===== src/rtl/seq_divider.sv =====
// Sequential restoring unsigned divider: 2N-bit dividend / N-bit divisor, one quotient bit per cycle.
// Optional DIV_EARLY_DONE_EN: finish in one cycle when dividend < divisor.
module seq_divider #(
    parameter int N = 8
) (
    input  logic           clk,
    input  logic           rst,
    input  logic           in_valid,
    output logic           in_ready,
    input  logic [2*N-1:0] dividend,
    input  logic [N-1:0]   divisor,
    output logic           out_valid,
    input  logic           out_ready,
    output logic [2*N-1:0] quotient,
    output logic [N-1:0]   remainder,
    output logic           div_by_zero
);

    // Handshake: a transfer happens on a rising edge where valid and ready are both 1;
    // in_ready and out_valid are pure decodes of the state register.
    typedef enum logic [1:0] {
        IDLE = 2'd0,
        RUN  = 2'd1,
        DONE = 2'd2
    } state_t;

    localparam int            CW   = $clog2(2 * N);
    localparam logic [CW-1:0] LAST = CW'(2 * N - 1);

    state_t        state;
    state_t        state_next;
    logic [CW-1:0] cnt;
    logic [N-1:0]  dvs;

    logic          zero_div;
    logic          early;
    logic [N:0]    trial;
    logic [N+1:0]  diff;
    logic          borrow;
    logic [N:0]    r_step;
    logic          unused_r_msb;

    assign in_ready  = (state == IDLE);
    assign out_valid = (state == DONE);

    assign zero_div = (divisor == '0);
`ifdef DIV_EARLY_DONE_EN
    assign early = (dividend < {{N{1'b0}}, divisor});
`else
    assign early = 1'b0;
`endif

    // The quotient register doubles as the dividend shift register: dividend bits
    // leave from the MSB while quotient bits enter at the LSB.
    assign trial  = {remainder, quotient[2*N-1]};
    assign diff   = {1'b0, trial} - {2'b00, dvs};
    assign borrow = diff[N+1];
    // Both candidates are below the divisor, so the top bit is always zero.
    assign r_step       = borrow ? trial : diff[N:0];
    assign unused_r_msb = r_step[N];

    always_ff @(posedge clk) begin
        if (rst) begin
            state <= IDLE;
        end else begin
            state <= state_next;
        end
    end

    always_comb begin
        state_next = state;
        case (state)
            IDLE: begin
                if (in_valid) begin
                    if (zero_div || early) begin
                        state_next = DONE;
                    end else begin
                        state_next = RUN;
                    end
                end
            end
            RUN: begin
                if (cnt == LAST) begin
                    state_next = DONE;
                end
            end
            DONE: begin
                if (out_ready) begin
                    state_next = IDLE;
                end
            end
            default: state_next = IDLE;
        endcase
    end

    always_ff @(posedge clk) begin
        if (rst) begin
            quotient    <= '0;
            remainder   <= '0;
            div_by_zero <= 1'b0;
            cnt         <= '0;
            dvs         <= '0;
        end else begin
            case (state)
                IDLE: begin
                    if (in_valid) begin
                        dvs <= divisor;
                        cnt <= '0;
                        if (zero_div) begin
                            quotient    <= '1;
                            remainder   <= dividend[N-1:0];
                            div_by_zero <= 1'b1;
                        end else if (early) begin
                            quotient    <= '0;
                            remainder   <= dividend[N-1:0];
                            div_by_zero <= 1'b0;
                        end else begin
                            quotient    <= dividend;
                            remainder   <= '0;
                            div_by_zero <= 1'b0;
                        end
                    end
                end
                RUN: begin
                    quotient    <= {quotient[2*N-2:0], ~borrow};
                    remainder   <= r_step[N-1:0];
                    cnt         <= cnt + 1'b1;
                    div_by_zero <= 1'b0;
                end
                default: begin
                    // DONE holds results stable until the consumer takes them.
                end
            endcase
        end
    end

endmodule

===== config.mk =====
export PLATFORM = sky130hd
export DESIGN_NAME = seq_divider
export DESIGN_NICKNAME = d
export VERILOG_FILES = /design/src/rtl/seq_divider.sv
export SDC_FILE = /design/constraint.sdc
export NUM_CORES = 1
export LEC_CHECK = 0
export BUFFER_PORTS_ARGS = -buffer_cell sky130_fd_sc_hd__buf_2
export CAP_MARGIN = 20
export CORE_UTILIZATION = 40
export DETAILED_ROUTE_END_ITERATION = 10
export SLEW_MARGIN = 20
export SYNTH_ARGS = -nofsm -noshare
export SYNTH_HDL_FRONTEND = slang
export SYNTH_SLANG_ARGS = --single-unit

===== constraint.sdc =====
create_clock -name clk -period 2.3 [get_ports clk]
set_input_delay 0.115 -clock clk [delete_from_list [all_inputs] [get_ports clk]]
set_output_delay 0.115 -clock clk [all_outputs]
set_load 0.005 [all_outputs]

* After elaboration in Yosys (flattened, before gate mapping)
Index checks and enable logic that the tools add are counted.
Word-level totals: logic and storage cells 38, bits in registers 39, input bits 28
Operators by class: bitwise logic cells 1, $add $sub $neg 2, equal/unequal tests 6, reductions and logical operators 6, mux-type cells 17
Operators by type and width (number):
- 16-bit 2-to-1 mux | 2
- 16-bit case mux with 2 select lines | 1
- 8-bit 2-to-1 mux | 3
- 8-bit case mux with 2 select lines | 1
- 9-bit by 8-bit subtractor with 10-bit output | 1
- 8-bit zero test | 1
- 2-bit 2-to-1 mux | 4
- 4-bit case mux with 2 select lines | 1
- 2-bit case mux with 3 select lines | 1
- 4-bit by 1-bit adder with 4-bit output (second input constant) | 1
- 4-bit == test (second input constant) | 1
- 4-bit 2-to-1 mux | 1
- 2-bit inequality test (second input constant) | 2
- 2-bit AND reduction | 2
- 3-bit AND reduction | 1
- 2-bit by 1-bit == test with 1-bit output (second input constant) | 1
- 2-bit == test (second input constant) | 1
- 2-bit zero test | 1
- 1-bit 2-to-1 mux | 2
- 2-bit by 1-bit inequality test with 1-bit output (second input constant) | 1
- 1-bit case mux with 2 select lines | 1
- 2-bit nonzero test | 1
- 1-bit inverter | 1

* Logic depth before layout (Yosys ltp)
word-level depth 4, gate-level depth with buffers 8, depth with buffers taken out 8

* Worst setup path before layout
Ideal clock, no wire load.
path type register to register, start register remainder[5], end register remainder[5], arrival 1935 ps, buffers on the path 0, setup slack 285 ps, cell stages (with the launch flop) 7, library setup time 80 ps, path through dfxtp_1 -> ha_1 -> and3_1 -> and2_4 -> a2111oi_4 -> a221oi_1 -> a211oi_2
On the way: longest elaborated chain between the ends 3
Ends and longest elaborated chain:
- start: declaration | line 15 | output logic [N-1:0] remainder,
- start signal: assignment | line 111 | remainder <= dividend[N-1:0];
- start signal: assignment | line 115 | remainder <= dividend[N-1:0];
- start signal: assignment | line 126 | remainder <= r_step[N-1:0];
- 9-bit by 8-bit subtractor with 10-bit output | line 56 | assign diff = {1'b0, trial} - {2'b00, dvs};
- 8-bit 2-to-1 mux | line 59 | assign r_step = borrow ? trial : diff[N:0];
- 8-bit case mux with 2 select lines | line 104 | case (state)
No other way between the ends. A chain may end at the register's enable or synchronous reset.

* Worst setup path after layout
start register remainder[5], end register remainder[1]
Same word-level chain as after synthesis.

==> impl_metrics.json <==
{
  "leakagePower_nw": 1.102,
  "syn_nets": 303,
  "drive_gt1_frac": 0.2500,
  "setup.worst_path.end_class": "flip-flop",
  "hold-path-cell-count": 3,
  "syn_avg_cell_area_um2": 7.970,
  "finalNetCount": 362,
  "critPathLaunchType": "flip-flop",
  "cts_buffers": 5,
  "post_cts_buffers": 0,
  "fmax_mhz": 472.9,
  "hold_ws_ns": 0.06822,
  "synth_cells": 265,
  "grt_overflow_total": 0,
  "start_util": 0.4135,
  "synthFlopType": "dfxtp_1",
  "regToRegSetupSlack_ns": 0.19,
  "worst_pin_slew_ns": 0.5346,
  "routed_wl_mm": 5.577,
  "rsz0062_at_grt": "no",
  "finalPower_mw": 1.749,
  "fp.dieW_um": 74.67,
  "finalSetupTns_ns": 0,
  "p_sw_frac": 0.3214,
  "hp-class": "input pin to flip-flop",
  "route.detailed.drc": 0,
  "min_to": "dvs[4]$_SDFFE_PP0P_",
  "r2r_cells": 7,
  "p_comb_frac": 0.288,
  "io_pins": 55,
  "ys_types": 40,
  "htree_levels": 2,
  "async_flop_share": 0,
  "die_height_um": 74.67,
  "worstPathArrival_ns": 2.31,
  "grt_max_degree": 29,
  "core-area_um2": 5107,
  "place_ws_ns": 0.1841,
  "min_from": "divisor[4]",
  "cts_tree": "yes",
  "reg2reg_from": "remainder[5]$_SDFFE_PP0P_",
  "worstPathMaxFanout": 6,
  "required_ns": 2.50,
  "period_needed_ns": 2.115,
  "ys_seq_area_frac": 0.3697,
  "grt_pass1_vias": 1844,
  "clock_latency_ns": 0.29,
  "grt_pass1_wl_mm": 8.838,
  "synth-seq-cells": 39,
  "outcome": "complete, no violations",
  "post-route-period-util": 0.9195,
  "cts_buffer_depth": 2,
  "finalMaxSlewViolations": 0,
  "ys_warn_count": 0,
  "diodes": 0,
  "syn_area_um2": 2112,
  "clkSlewWorstSetupHoldPaths_ns": 0.07,
  "power.density_nw_per_um2": 672.6,
  "num_vias": 2149,
  "dr.pass1.iters": 4,
  "p_seq_frac": 0.440,
  "mostFrequentLayoutCell": "buf_2",
  "p_clk_frac": 0.273,
  "design.die.area_um2": 5575,
  "vias_per_cell": 5.454,
  "p_int_mw": 1.187,
  "antenna_found_initial": 0,
  "max-vdd-ir-drop_v": 0.0003439,
  "final.setup.worst_slack_ns": 0.1852,
  "crit_type": "flip-flop to flip-flop",
  "p_sw_uw": 562.2,
  "clock-sinks": 39,
  "setup_viol": 0,
  "hold_viol_final": 0,
  "ctsHoldBuffers": 0,
  "fin_skew_ns": 0.005670,
  "gp_congestion": 0.8106,
  "hpwl_mm": 4.100,
  "layout_common_cells": "buf_2, nand2_1, dfxtp_1",
  "areaGrowthSynthToFinish_pct": 23.16,
  "wl_per_cell_um": 14.15,
  "drt_iter0_drc": 114,
  "cts_resized": 0,
  "synth_edf_count": 0,
  "cts_root_buf": "clkbuf_8",
  "max_cap_viol_count": 0,
  "ant_nets": 0,
  "r2r-end": "remainder[1]$_SDFFE_PP0P_",
  "fp-row-count": 26,
  "fillCellCount": 523,
  "grt.total_usage": 0.2110,
  "portBuffers": 54,
  "timing.slew.headroom": 0.6436
}
-- worst max-delay path by stage --
stage | startpoint | end | slack (ns) | cells past startpoint
after floorplan | remainder[5]$_SDFFE_PP0P_ | remainder[5]$_SDFFE_PP0P_ | 0.29 | 6
after global placement | dvs[2]$_SDFFE_PP0P_ | remainder[2]$_SDFFE_PP0P_ | 0.26 | 9
after detailed placement | remainder[5]$_SDFFE_PP0P_ | remainder[1]$_SDFFE_PP0P_ | 0.18 | 7
after CTS | remainder[5]$_SDFFE_PP0P_ | remainder[1]$_SDFFE_PP0P_ | 0.17 | 7
after global routing | remainder[1]$_SDFFE_PP0P_ | remainder[1]$_SDFFE_PP0P_ | 0.04 | 8
final | remainder[5]$_SDFFE_PP0P_ | remainder[1]$_SDFFE_PP0P_ | 0.19 | 7
-- kinds of logic (layout without fill, tap and decap cells) --
kind of cell    Yosys count  after routing  share of synthesized area
buf+inv                  26             85                    0.04680
simple gates            102            102                     0.2245
fa+ha+maj                10             10                    0.06280
flops                    39             39                     0.3697
xor+xnor                  2              2                   0.008295
mux                       1              1                   0.005331
compound gates           85             85                     0.2826
-- cells in the mapped netlist (2+ instances only) --
| cell | instances | area, um^2 |
|---|---|---|
| a211o_1 | 2 | 17.52 |
| a211oi_1 | 7 | 52.55 |
| a211oi_2 | 2 | 25.02 |
| a21o_1 | 3 | 22.52 |
| a21oi_1 | 37 | 185.2 |
| a221oi_1 | 5 | 43.79 |
| a22oi_1 | 2 | 15.01 |
| a311oi_1 | 3 | 26.28 |
| clkbuf_1 | 15 | 56.30 |
| dfxtp_1 | 39 | 780.8 |
| ha_1 | 9 | 112.6 |
| inv_1 | 10 | 37.54 |
| nand2_1 | 42 | 157.7 |
| nand2b_1 | 5 | 31.28 |
| nand3_1 | 5 | 25.02 |
| nand3b_1 | 6 | 45.04 |
| nand4_1 | 3 | 18.77 |
| nor2_1 | 26 | 97.59 |
| nor2b_1 | 4 | 25.02 |
| nor3_1 | 2 | 10.01 |
| nor3b_1 | 2 | 15.01 |
| nor4_1 | 2 | 12.51 |
| o21ai_0 | 4 | 20.02 |
| o221ai_1 | 13 | 113.9 |
| xor2_1 | 2 | 17.52 |
-- routing by layer --
metal / wire (um) / track usage / up-vias
met4: 59 / 0.06918 / 0
met3: 231 / 0.03748 / 8
li1: - / - / 1086
met5: 0 / 0 / -
met1: 2632 / 0.2830 / 1006
met2: 2653 / 0.3443 / 49
-- power by group through the flow --
stage               sequential [mW]  combinational, mW  clock (mW)
finish                        0.769              0.503       0.477
global route                  0.777              0.558       0.515
CTS                           0.769              0.504       0.490
detailed placement            0.785              0.502           0
global placement              0.783              0.502           0
floorplan                     0.779              0.327           0
-- metrics by stage --
step                area [um^2]  utilization  std cells
floorplan                  2112            -        265
CTS                        2601       0.5093        394
global route               2601       0.5093        394
detailed placement         2514       0.4922        387
finish                     2601       0.5093        394
global placement           2514       0.4922        387
-- worst max-delay path, stage by stage (launching register included) --
cell       delay, ns
dfxtp_1         0.35
ha_1            0.33
a21o_1          0.18
a211o_1         0.35
a2111oi_4       0.26
buf_4           0.22
nand2_1         0.06
a311oi_1        0.28
-- state kept, by name (all words and copies together), names as in the netlist --
name / cells
cnt: 4
div_by_zero: 1
dvs: 8
quotient: 16
remainder: 8
state: 2
-- layout make-up --
cell class                      count  area [um^2]  area share
Timing Repair Buffer               68        375.4      0.1443
Sequential cell                    39        780.7      0.3001
Multi-Input combinational cell    200         1232      0.4738
Inverter                           10        37.54     0.01443
Clock inverter                      1        5.005    0.001924
Clock buffer                        6        82.58     0.03175
Tap cell                           70        87.58     0.03367
Power figures use the tool's default switching activity.
